$ cat src/rtl/bus_rx_pkg.sv
// Shared widths and FSM state type for the external read-data receiver.
package bus_rx_pkg;

    localparam int HALF_W = 16;
    localparam int WORD_W = 32;

    typedef enum logic [1:0] {
        IDLE  = 2'd0,
        ACKED = 2'd1,
        STALL = 2'd2
    } rx_state_e;

endpackage

$ cat src/rtl/bus_rx_fifo.sv
// Word FIFO between the half-word assembler and the core; push while full
// is only accepted together with a pop.
module bus_rx_fifo #(
    parameter int WORD_W     = 32,
    parameter int FIFO_DEPTH = 2
) (
    input  logic              clk,
    input  logic              rst_n,
    input  logic              flush,
    input  logic              push,
    input  logic [WORD_W-1:0] push_data,
    input  logic              pop,
    output logic [WORD_W-1:0] pop_data,
    output logic              valid,
    output logic              full
);

    localparam int unsigned AW = $clog2(FIFO_DEPTH);
    localparam int unsigned CW = AW + 1;
    localparam logic [CW-1:0] FULL_CNT = CW'(FIFO_DEPTH);

    logic [WORD_W-1:0] mem [FIFO_DEPTH];
    logic [AW-1:0]     wr_ptr;
    logic [AW-1:0]     rd_ptr;
    logic [CW-1:0]     count;
    logic              wr_en;
    logic              rd_en;

    assign valid    = (count != '0);
    assign full     = (count == FULL_CNT);
    assign rd_en    = pop && valid;
    assign wr_en    = push && (!full || rd_en);
    assign pop_data = valid ? mem[rd_ptr] : '0;

    always_ff @(posedge clk) begin
        if (wr_en && !flush) begin
            mem[wr_ptr] <= push_data;
        end
    end

    always_ff @(posedge clk or negedge rst_n) begin
        if (!rst_n) begin
            wr_ptr <= '0;
            rd_ptr <= '0;
            count  <= '0;
        end else if (flush) begin
            wr_ptr <= '0;
            rd_ptr <= '0;
            count  <= '0;
        end else begin
            if (wr_en) begin
                wr_ptr <= wr_ptr + AW'(1);
            end
            if (rd_en) begin
                rd_ptr <= rd_ptr + AW'(1);
            end
            case ({wr_en, rd_en})
                2'b10:   count <= count + CW'(1);
                2'b01:   count <= count - CW'(1);
                default: count <= count;
            endcase
        end
    end

endmodule

$ cat src/rtl/hio18_gf28slp_iopad.sv
// Behavioural stand-in for the 1.8 V bidirectional IO pad library cell.
module HIO18_GF28SLP_IOPAD (
    input  logic A,
    input  logic OE,
    input  logic IE,
    input  logic OE18,
    input  logic PAD_I,
    output logic PAD_O,
    output logic Y
);

    // OE18 only selects the driver supply rail, so it has no logical effect here.
    logic unused_oe18;
    assign unused_oe18 = OE18;

    assign PAD_O = OE ? A : 1'b0;
    assign Y     = IE ? PAD_I : 1'b0;

endmodule

$ cat src/rtl/bus_rdata_rx.sv
// External 4-phase read-data receiver: pads, strobe synchronizer, handshake
// FSM and half-word assembly into 32-bit words for the core.
module bus_rdata_rx
    import bus_rx_pkg::*;
#(
    parameter int SYNC_STAGES = 2,
    parameter int FIFO_DEPTH  = 2
) (
    input  logic              clk,
    input  logic              rst_n,
    input  logic              oe18_tie,
    input  logic [HALF_W-1:0] I_BUS_DATA,
    input  logic              I_BUS_STB,
    output logic              O_BUS_ACK,
    output logic [WORD_W-1:0] rdata_o,
    output logic              rdata_valid_o,
    input  logic              rdata_ready_i,
    input  logic              flush_i,
    output logic              busy_o
);

    logic [HALF_W-1:0] pad_data;
    logic [HALF_W-1:0] unused_data_pad_out;
    logic              pad_stb;
    logic              unused_stb_pad_out;
    logic              unused_ack_pad_in;
    logic              ack;

    for (genvar i = 0; i < HALF_W; i++) begin : g_data_pad
        HIO18_GF28SLP_IOPAD u_pad (
            .A     (1'b0),
            .OE    (1'b0),
            .IE    (1'b1),
            .OE18  (oe18_tie),
            .PAD_I (I_BUS_DATA[i]),
            .PAD_O (unused_data_pad_out[i]),
            .Y     (pad_data[i])
        );
    end

    HIO18_GF28SLP_IOPAD u_stb_pad (
        .A     (1'b0),
        .OE    (1'b0),
        .IE    (1'b1),
        .OE18  (oe18_tie),
        .PAD_I (I_BUS_STB),
        .PAD_O (unused_stb_pad_out),
        .Y     (pad_stb)
    );

    HIO18_GF28SLP_IOPAD u_ack_pad (
        .A     (ack),
        .OE    (1'b1),
        .IE    (1'b0),
        .OE18  (oe18_tie),
        .PAD_I (1'b0),
        .PAD_O (O_BUS_ACK),
        .Y     (unused_ack_pad_in)
    );

    logic [SYNC_STAGES-1:0] sync;
    logic [SYNC_STAGES-1:0] primed;
    logic                   stb_s;
    logic                   armed;

    assign stb_s = sync[SYNC_STAGES-1];

    // primed marks when stb_s reflects post-reset samples; armed then needs
    // one low strobe so a strobe left high across reset is never recaptured.
    always_ff @(posedge clk or negedge rst_n) begin
        if (!rst_n) begin
            sync   <= '0;
            primed <= '0;
            armed  <= 1'b0;
        end else begin
            sync   <= {sync[SYNC_STAGES-2:0], pad_stb};
            primed <= {primed[SYNC_STAGES-2:0], 1'b1};
            if (primed[SYNC_STAGES-1] && !stb_s) begin
                armed <= 1'b1;
            end
        end
    end

    rx_state_e         state;
    rx_state_e         state_d;
    logic              capture;
    logic              half_ptr;
    logic [HALF_W-1:0] lo;
    logic              push;
    logic              push_ok;
    logic              fifo_full;
    logic              pop;

    assign pop     = rdata_valid_o && rdata_ready_i;
    assign push_ok = !half_ptr || !fifo_full || pop;
    assign push    = capture && half_ptr && !flush_i;
    assign ack     = (state == ACKED);
    assign busy_o  = (state != IDLE) || half_ptr;

    always_ff @(posedge clk or negedge rst_n) begin
        if (!rst_n) begin
            state <= IDLE;
        end else begin
            state <= state_d;
        end
    end

    always_comb begin
        state_d = state;
        capture = 1'b0;
        case (state)
            IDLE: begin
                if (stb_s && armed) begin
                    if (push_ok) begin
                        capture = 1'b1;
                        state_d = ACKED;
                    end else begin
                        state_d = STALL;
                    end
                end
            end
            STALL: begin
                if (!stb_s) begin
                    state_d = IDLE;
                end else if (push_ok) begin
                    capture = 1'b1;
                    state_d = ACKED;
                end
            end
            ACKED: begin
                if (!stb_s) begin
                    state_d = IDLE;
                end
            end
            default: state_d = IDLE;
        endcase
    end

    always_ff @(posedge clk or negedge rst_n) begin
        if (!rst_n) begin
            half_ptr <= 1'b0;
            lo       <= '0;
        end else if (flush_i) begin
            half_ptr <= 1'b0;
        end else if (capture) begin
            if (!half_ptr) begin
                lo       <= pad_data;
                half_ptr <= 1'b1;
            end else begin
                half_ptr <= 1'b0;
            end
        end
    end

    bus_rx_fifo #(
        .WORD_W     (WORD_W),
        .FIFO_DEPTH (FIFO_DEPTH)
    ) u_fifo (
        .clk       (clk),
        .rst_n     (rst_n),
        .flush     (flush_i),
        .push      (push),
        .push_data ({pad_data, lo}),
        .pop       (pop),
        .pop_data  (rdata_o),
        .valid     (rdata_valid_o),
        .full      (fifo_full)
    );

endmodule

$ cat config.mk
export PLATFORM = sky130hd
export DESIGN_NAME = bus_rdata_rx
export DESIGN_NICKNAME = d
export VERILOG_FILES = /design/src/rtl/bus_rx_pkg.sv /design/src/rtl/bus_rx_fifo.sv /design/src/rtl/hio18_gf28slp_iopad.sv /design/src/rtl/bus_rdata_rx.sv
export SDC_FILE = /design/constraint.sdc
export NUM_CORES = 1
export LEC_CHECK = 0
export ABC_CLOCK_PERIOD_IN_PS = 4300
export BUFFER_PORTS_ARGS = -buffer_cell sky130_fd_sc_hd__clkbuf_2
export CAP_MARGIN = 15
export CORE_ASPECT_RATIO = 1.25
export CORE_MARGIN = 4
export CORE_UTILIZATION = 51
export CTS_BUF_LIST = sky130_fd_sc_hd__clkbuf_16
export CTS_CLUSTER_DIAMETER = 30
export DETAILED_ROUTE_END_ITERATION = 10
export PLACE_DENSITY = 0.75
export SLEW_MARGIN = 10
export SYNTH_ARGS = -nofsm -noshare
export SYNTH_HDL_FRONTEND = slang
export SYNTH_HIERARCHICAL = 1
export SYNTH_SLANG_ARGS = --single-unit
export TNS_END_PERCENT = 1
$ cat constraint.sdc
create_clock -name clk -period 4.3 [get_ports clk]
set_input_delay 0.43 -clock clk [delete_from_list [all_inputs] [get_ports clk]]
set_output_delay 0.43 -clock clk [all_outputs]
set_load 0.1 [all_outputs]
; Yosys cells after proc, flatten, opt, wreduce, memory -nomap -nowiden
; Memories as Yosys holds them, arrays and structs flattened.
; Index checks and enable logic that the tools add are counted.
; Widths: inputs -> output; s select.
[word_totals]
ff_bits = 28
latchBits = 0
ram_bits = 64
rom_bits = 0
out_inout_bits = 35
wordCells = 71
memories = 1
[classes]
n_addsub = 4
mul = 0
div_mod_pow = 0
n_lt_le_gt_ge = 0
n_eq_ne = 8
n_shift = 0
muxes = 22
bitwise_logic = 2
n_reduce_logical = 25
[mem_list]
columns = memory, depth, width, rd, rd_ports_with_merged_regs, write_ports, line
row1 = u_fifo.mem, 2, 32, 1, 0, 1, bus_rx_fifo.sv:22  ; logic [WORD_W-1:0] mem [FIFO_DEPTH];
[ops]
columns = operator, n
row1 = $mux 32, 1
row2 = $mux 1, 12
row3 = $mux 2, 6
row4 = $reduce_bool 2->1, 5
row5 = $logic_and 1x1->1, 8
row6 = $eq 2x2->1 const B, 3
row7 = $pmux 2 s3, 1
row8 = $reduce_and 3->1, 2
row9 = $eq 2x1->1 const B, 2
row10 = $logic_not 1->1, 4
row11 = $logic_or 1x1->1, 4
row12 = $ne 2x2->1 const B, 2
row13 = $pmux 2 s2, 1
row14 = $ne 3x3->1 const B, 1
row15 = $reduce_bool 3->1, 1
row16 = $add 1x1->1 const B, 2
row17 = $add 2x1->2 const B, 1
row18 = $logic_not 2->1, 1
row19 = $not 1->1, 2
row20 = $pmux 1 s2, 1
row21 = $sub 2x1->2 const B, 1

; Logic depth before layout (Yosys ltp)
[logic_depth]
ltp_word = 13
mapped_depth = 10

; By module
; Netlist, hierarchy kept.
[modules_own_cells]
columns = module, n_inst, cells_per_inst, area_each_um2
row1 = bus_rx_fifo, 1, 164, 2656.3
row2 = bus_rdata_rx, 1, 60, 922.1
row3 = HIO18_GF28SLP_IOPAD, 18, 2, 12.5

; Worst setup path before layout
; OpenSTA, ideal clock, no wires.
[synth_timing]
path_kind = register -> register
from = register u_fifo.count[0]
to = memory u_fifo.mem[1][0], enable pin
arrival_time_ns = 4.687
t_required_ns = 3.832
slack_ns = -0.854
path_stages_with_launch = 10
path_buffers = 2
synth_period_minus_slack_ns = 5.154
path_cell_list = dfrtp_1 -> clkbuf_2 -> nor2_2 -> buf_2 -> inv_1 -> nand2_1 -> a311oi_1 -> and3b_1 -> o21ai_2 -> nor3b_1
[synth_via]
elab_cells_between_ends = 18
cone_classes = eq/ne: 1 / mux: 6 / reduce/logical: 11
[synth_rtl]
columns = element, line
row1 = start: declaration, bus_rx_fifo.sv:25  ; logic [CW-1:0] count;
row2 = start signal: assignment, bus_rx_fifo.sv:58  ; 2'b10: count <= count + CW'(1);
row3 = start signal: assignment, bus_rx_fifo.sv:59  ; 2'b01: count <= count - CW'(1);
row4 = start signal: assignment, bus_rx_fifo.sv:60  ; default: count <= count;
row5 = $reduce_bool 2->1 *, bus_rx_fifo.sv:29  ; assign valid = (count != '0);
row6 = via rdata_valid_o, bus_rdata_rx.sv:16  ; output logic rdata_valid_o,
row7 = $logic_and 1x1->1 *, bus_rdata_rx.sv:94  ; assign pop = rdata_valid_o && rdata_ready_i;
row8 = $logic_or 1x1->1 *, bus_rdata_rx.sv:95  ; assign push_ok = !half_ptr || !fifo_full || pop;
row9 = $mux 1 *, "bus_rdata_rx.sv:114, bus_rdata_rx.sv:125"
row10 = $mux 1 (on tied branches), "bus_rdata_rx.sv:123, bus_rdata_rx.sv:113"
row11 = $pmux 1 s2 *, bus_rdata_rx.sv:111  ; case (state)
row12 = $logic_and 1x1->1 * (2 in series), bus_rdata_rx.sv:96  ; assign push = capture && half_ptr && !flush_i;
row13 = via push, bus_rdata_rx.sv:89  ; logic push;
row14 = $logic_and 1x1->1 *, bus_rx_fifo.sv:32  ; assign wr_en = push && (!full || rd_en);
row15 = $logic_and 1x1->1 *, bus_rx_fifo.sv:36  ; if (wr_en && !flush) begin
row16 = $mux 1 *, bus_rx_fifo.sv:36
row17 = $mux 1 (not written as such) *, bus_rx_fifo.sv:37  ; mem[wr_ptr] <= push_data;
row18 = end: declaration, bus_rx_fifo.sv:22
; Mark *: on every way through the listed nets, which the timed path passes. The rest lies on a longest branch.

; Worst setup path after layout
[layout_timing]
from = register u_fifo.count[0]
to = memory u_fifo.mem[0][22], enable pin
[layout_via]
elab_chain_cells = 13
elab_cells_between_ends = 18
cone_classes = eq/ne: 1 / mux: 6 / reduce/logical: 11
[layout_rtl]
columns = element, line
row1 = $eq 2x2->1, bus_rx_fifo.sv:30  ; assign full = (count == FULL_CNT);
row2 = $logic_not 1->1, bus_rdata_rx.sv:95
row3 = $logic_or 1x1->1, bus_rdata_rx.sv:95
row4 = $logic_or 1x1->1 *, bus_rdata_rx.sv:95
row5 = $mux 1 *, "bus_rdata_rx.sv:114, bus_rdata_rx.sv:125"
row6 = $mux 1 (on tied branches), "bus_rdata_rx.sv:123, bus_rdata_rx.sv:113"
row7 = $pmux 1 s2 *, bus_rdata_rx.sv:111
row8 = $logic_and 1x1->1 * (2 in series), bus_rdata_rx.sv:96
row9 = via push, bus_rdata_rx.sv:89
row10 = $logic_and 1x1->1 *, bus_rx_fifo.sv:32
row11 = $logic_and 1x1->1 *, bus_rx_fifo.sv:36
row12 = $mux 1 *, bus_rx_fifo.sv:36
row13 = $mux 1 (not written as such) *, bus_rx_fifo.sv:37
; Marked as above.

==> results.md <==
- CTS sink count: 92
- Reg2reg end: u_fifo/mem[0][22]
- Area of the multi-input gates: 0.00107 mm²
- Post-CTS setup repair buffer count: 0
- Final setup viols: 0
- Maximum VDD drop: 278 µV
- M1 GR Usage: 15.3%
- Reg clk slew, reported paths: 0.06 ns
- Crit share post-route: 64.5%
- Residual DRC count: 0
- Largest net degree at the start of global routing: 34
- Mapped Avg Cell Area: 15.3 µm²
- Mapped cell area: 0.00369 mm²
- Vias per inst: 4.91
- First-pass GRT wire length: 9600 µm
- DRT antenna net count: 0
- Core ar.: 0.00702 mm²
- Placed cell area: 0.00413 mm²
- Global Route met2 Usage: 27.3%
- Final Cell Area: 0.00445 mm²
- H-tree Lvls: 3
- Fill count: 526
- RSZ-0062 raised after global routing: false
- Sequential cell area: 0.00262 mm²
- CTS Buffer Depth: 2
- Part of the power in the clock network: 41.7%
- IO Pins: 57
- Inst Count DP: 399
- Total gr overflow: 0
- Min cycle time layout: 2.77 ns
- Layout Cells excl Fill: 414
- Starting DRC count in detailed routing: 91
- Layout cells sized above 1: 29.9%
- # resized after CTS: 0
- Power Density: 438 mW/mm²
- Req. time, crit path: 4.29 ns
- Startpoint class of the critical path: register
- Area delta synth->final: 20.6%
- DRT Pass-1 Iters: 4
- P_leak: 1.76 nW
- Switching Share: 20.4%
- Nets: 342
- Die X: 84.1 µm
- Slew @ Worst Pin: 0.990 ns
- Max_slew headroom: 34.0%
- Hold WC Path Type: input port to async pin
- Crit Path Max Fanout: 28
- Worst setup EP type: register
- Max cap viols: 0
- Antenna diodes: 0
- R2R cell count: 8
- Crit path DAT: 2.76 ns
- Cell Rows: 34
- DR WL/cell: 14.2 µm
- Net Switching: 0.000397 W
- Worst skew pair latency: 0.33 ns
- GRT Overall Usage: 14.6%
- Initial antenna violation count: 0
- Synth warnings: 6
- Busiest grt layer: met2
- Status: complete, no violations
- Worst Setup Path Type: register to register
- Syn Inst Count: 241
- Routed wire length: 5860 µm
- Peak Freq: 360 MHz
- DIE AREA: 0.00866 mm²
- Vias in the first global route: 2,046
- Clock Skew: 0.00565 ns
- Seq pwr share: 52.8%
- CTS tree: yes
- Flop-to-flop setup slack: 1.53 ns
- Number of CTS-inserted buffers: 9
- Int Pwr: 0.00155 W
- Max-slew violation count: 0
- Met3 Track Usage GR: 3.92%
- Combinational power share: 5.5%
- DP Wirelength: 3660 µm
- Final Hold Viols: 0
- IO Port Bufs: 55
- Clock root cell: clkbuf_16
- Initial Utilization: 52.5%
- Die Y: 103 µm
- Hold Buf Count CTS: 0
- RD Place Congestion: 0.803
- Critical R2R Launch: u_fifo/count[0]
- Vias: 2,033
## worst max-delay path by stage
stage | cells past startpoint | endpoint | from | slack, ns
after floorplan | 9 | u_fifo/mem[0][0] | u_fifo/count[0] | -0.65
after global placement | 8 | u_fifo/mem[0][26] | u_fifo/count[0] | 1.64
after detailed placement | 8 | u_fifo/mem[0][19] | u_fifo/count[0] | 1.59
after CTS | 8 | u_fifo/mem[0][17] | u_fifo/count[0] | 1.52
after global routing | 8 | u_fifo/mem[0][6] | u_fifo/count[0] | 1.29
final | 8 | u_fifo/mem[0][22] | u_fifo/count[0] | 1.53
## state kept, by name (all words and copies together) (netlist names)
register       count
u_fifo/mem        64
lo                16
primed             2
state              2
sync               2
u_fifo/count       2
armed              1
half_ptr           1
u_fifo/rd_ptr      1
u_fifo/wr_ptr      1
## per-layer routing
metal / wire (µm) / part of all wire (%) / vias to the layer above
met5: 0 / 0 / -
met4: 93 / 1.6 / 0
met3: 238 / 4.1 / 6
met2: 3220 / 55 / 42
met1: 2320 / 39 / 980
li1: - / - / 1005
## placed cells by master, fill, tap and decap left out, drive strengths merged, types with 2 or more instances in the layout
cell / n
and2: 18
o21ai: 3
nand2b: 3
a21oi: 2
nor2b: 3
mux2: 17
clkinvlp: 2
dfrtp: 28
inv: 5
nand2: 2
clkbuf: 64
nor2: 37
nor3: 3
xor2: 2
edfxtp: 64
mux2i: 32
buf: 4
conb: 19
bufinv: 2
a311oi: 2
## stage by stage
stage | hold slack [ns] | power, W | worst slack [ns] | setup TNS [ns] | utilization, %
after detailed placement | 0.338 | 0.00115 | 1.59 | 0 | 58.9
after floorplan | 0.134 | 0.00112 | -0.655 | -20.95 | -
after CTS | 0.165 | 0.00196 | 1.52 | 0 | 63.3
after global placement | 0.334 | 0.00115 | 1.64 | 0 | 58.9
after global routing | 0.188 | 0.00201 | 1.29 | 0 | 63.3
final | 0.143 | 0.00195 | 1.53 | 0 | 63.3
## critical path, stage by stage (launching register included)
cell,delay [ns]
dfrtp_1,0.50
nor2_2,0.08
inv_1,0.08
nand2_1,0.10
a311oi_1,0.32
and3b_1,0.37
o21ai_2,0.17
nor3_2,0.35
buf_4,0.44
## power groups by stage
stage	clock, W	sequential (W)	combinational (W)
2_1_floorplan	0	0.00104	0.0000797
3_3_place_gp	0	0.00104	0.000104
3_5_place_dp	0	0.00105	0.000108
4_1_cts	0.000824	0.00103	0.000110
5_1_grt	0.000861	0.00103	0.000117
6_report	0.000812	0.00103	0.000107
## final cells by class
class                           count  share of cell area, %
Tap cell                           90                   2.53
Inverter                            4                  0.338
Clock inverter                      6                   2.00
Sequential cell                    92                   59.0
Timing Repair Buffer               59                   6.87
Clock buffer                        9                   5.07
Multi-Input combinational cell    154                   24.2
Power figures use the tool's default switching activity.
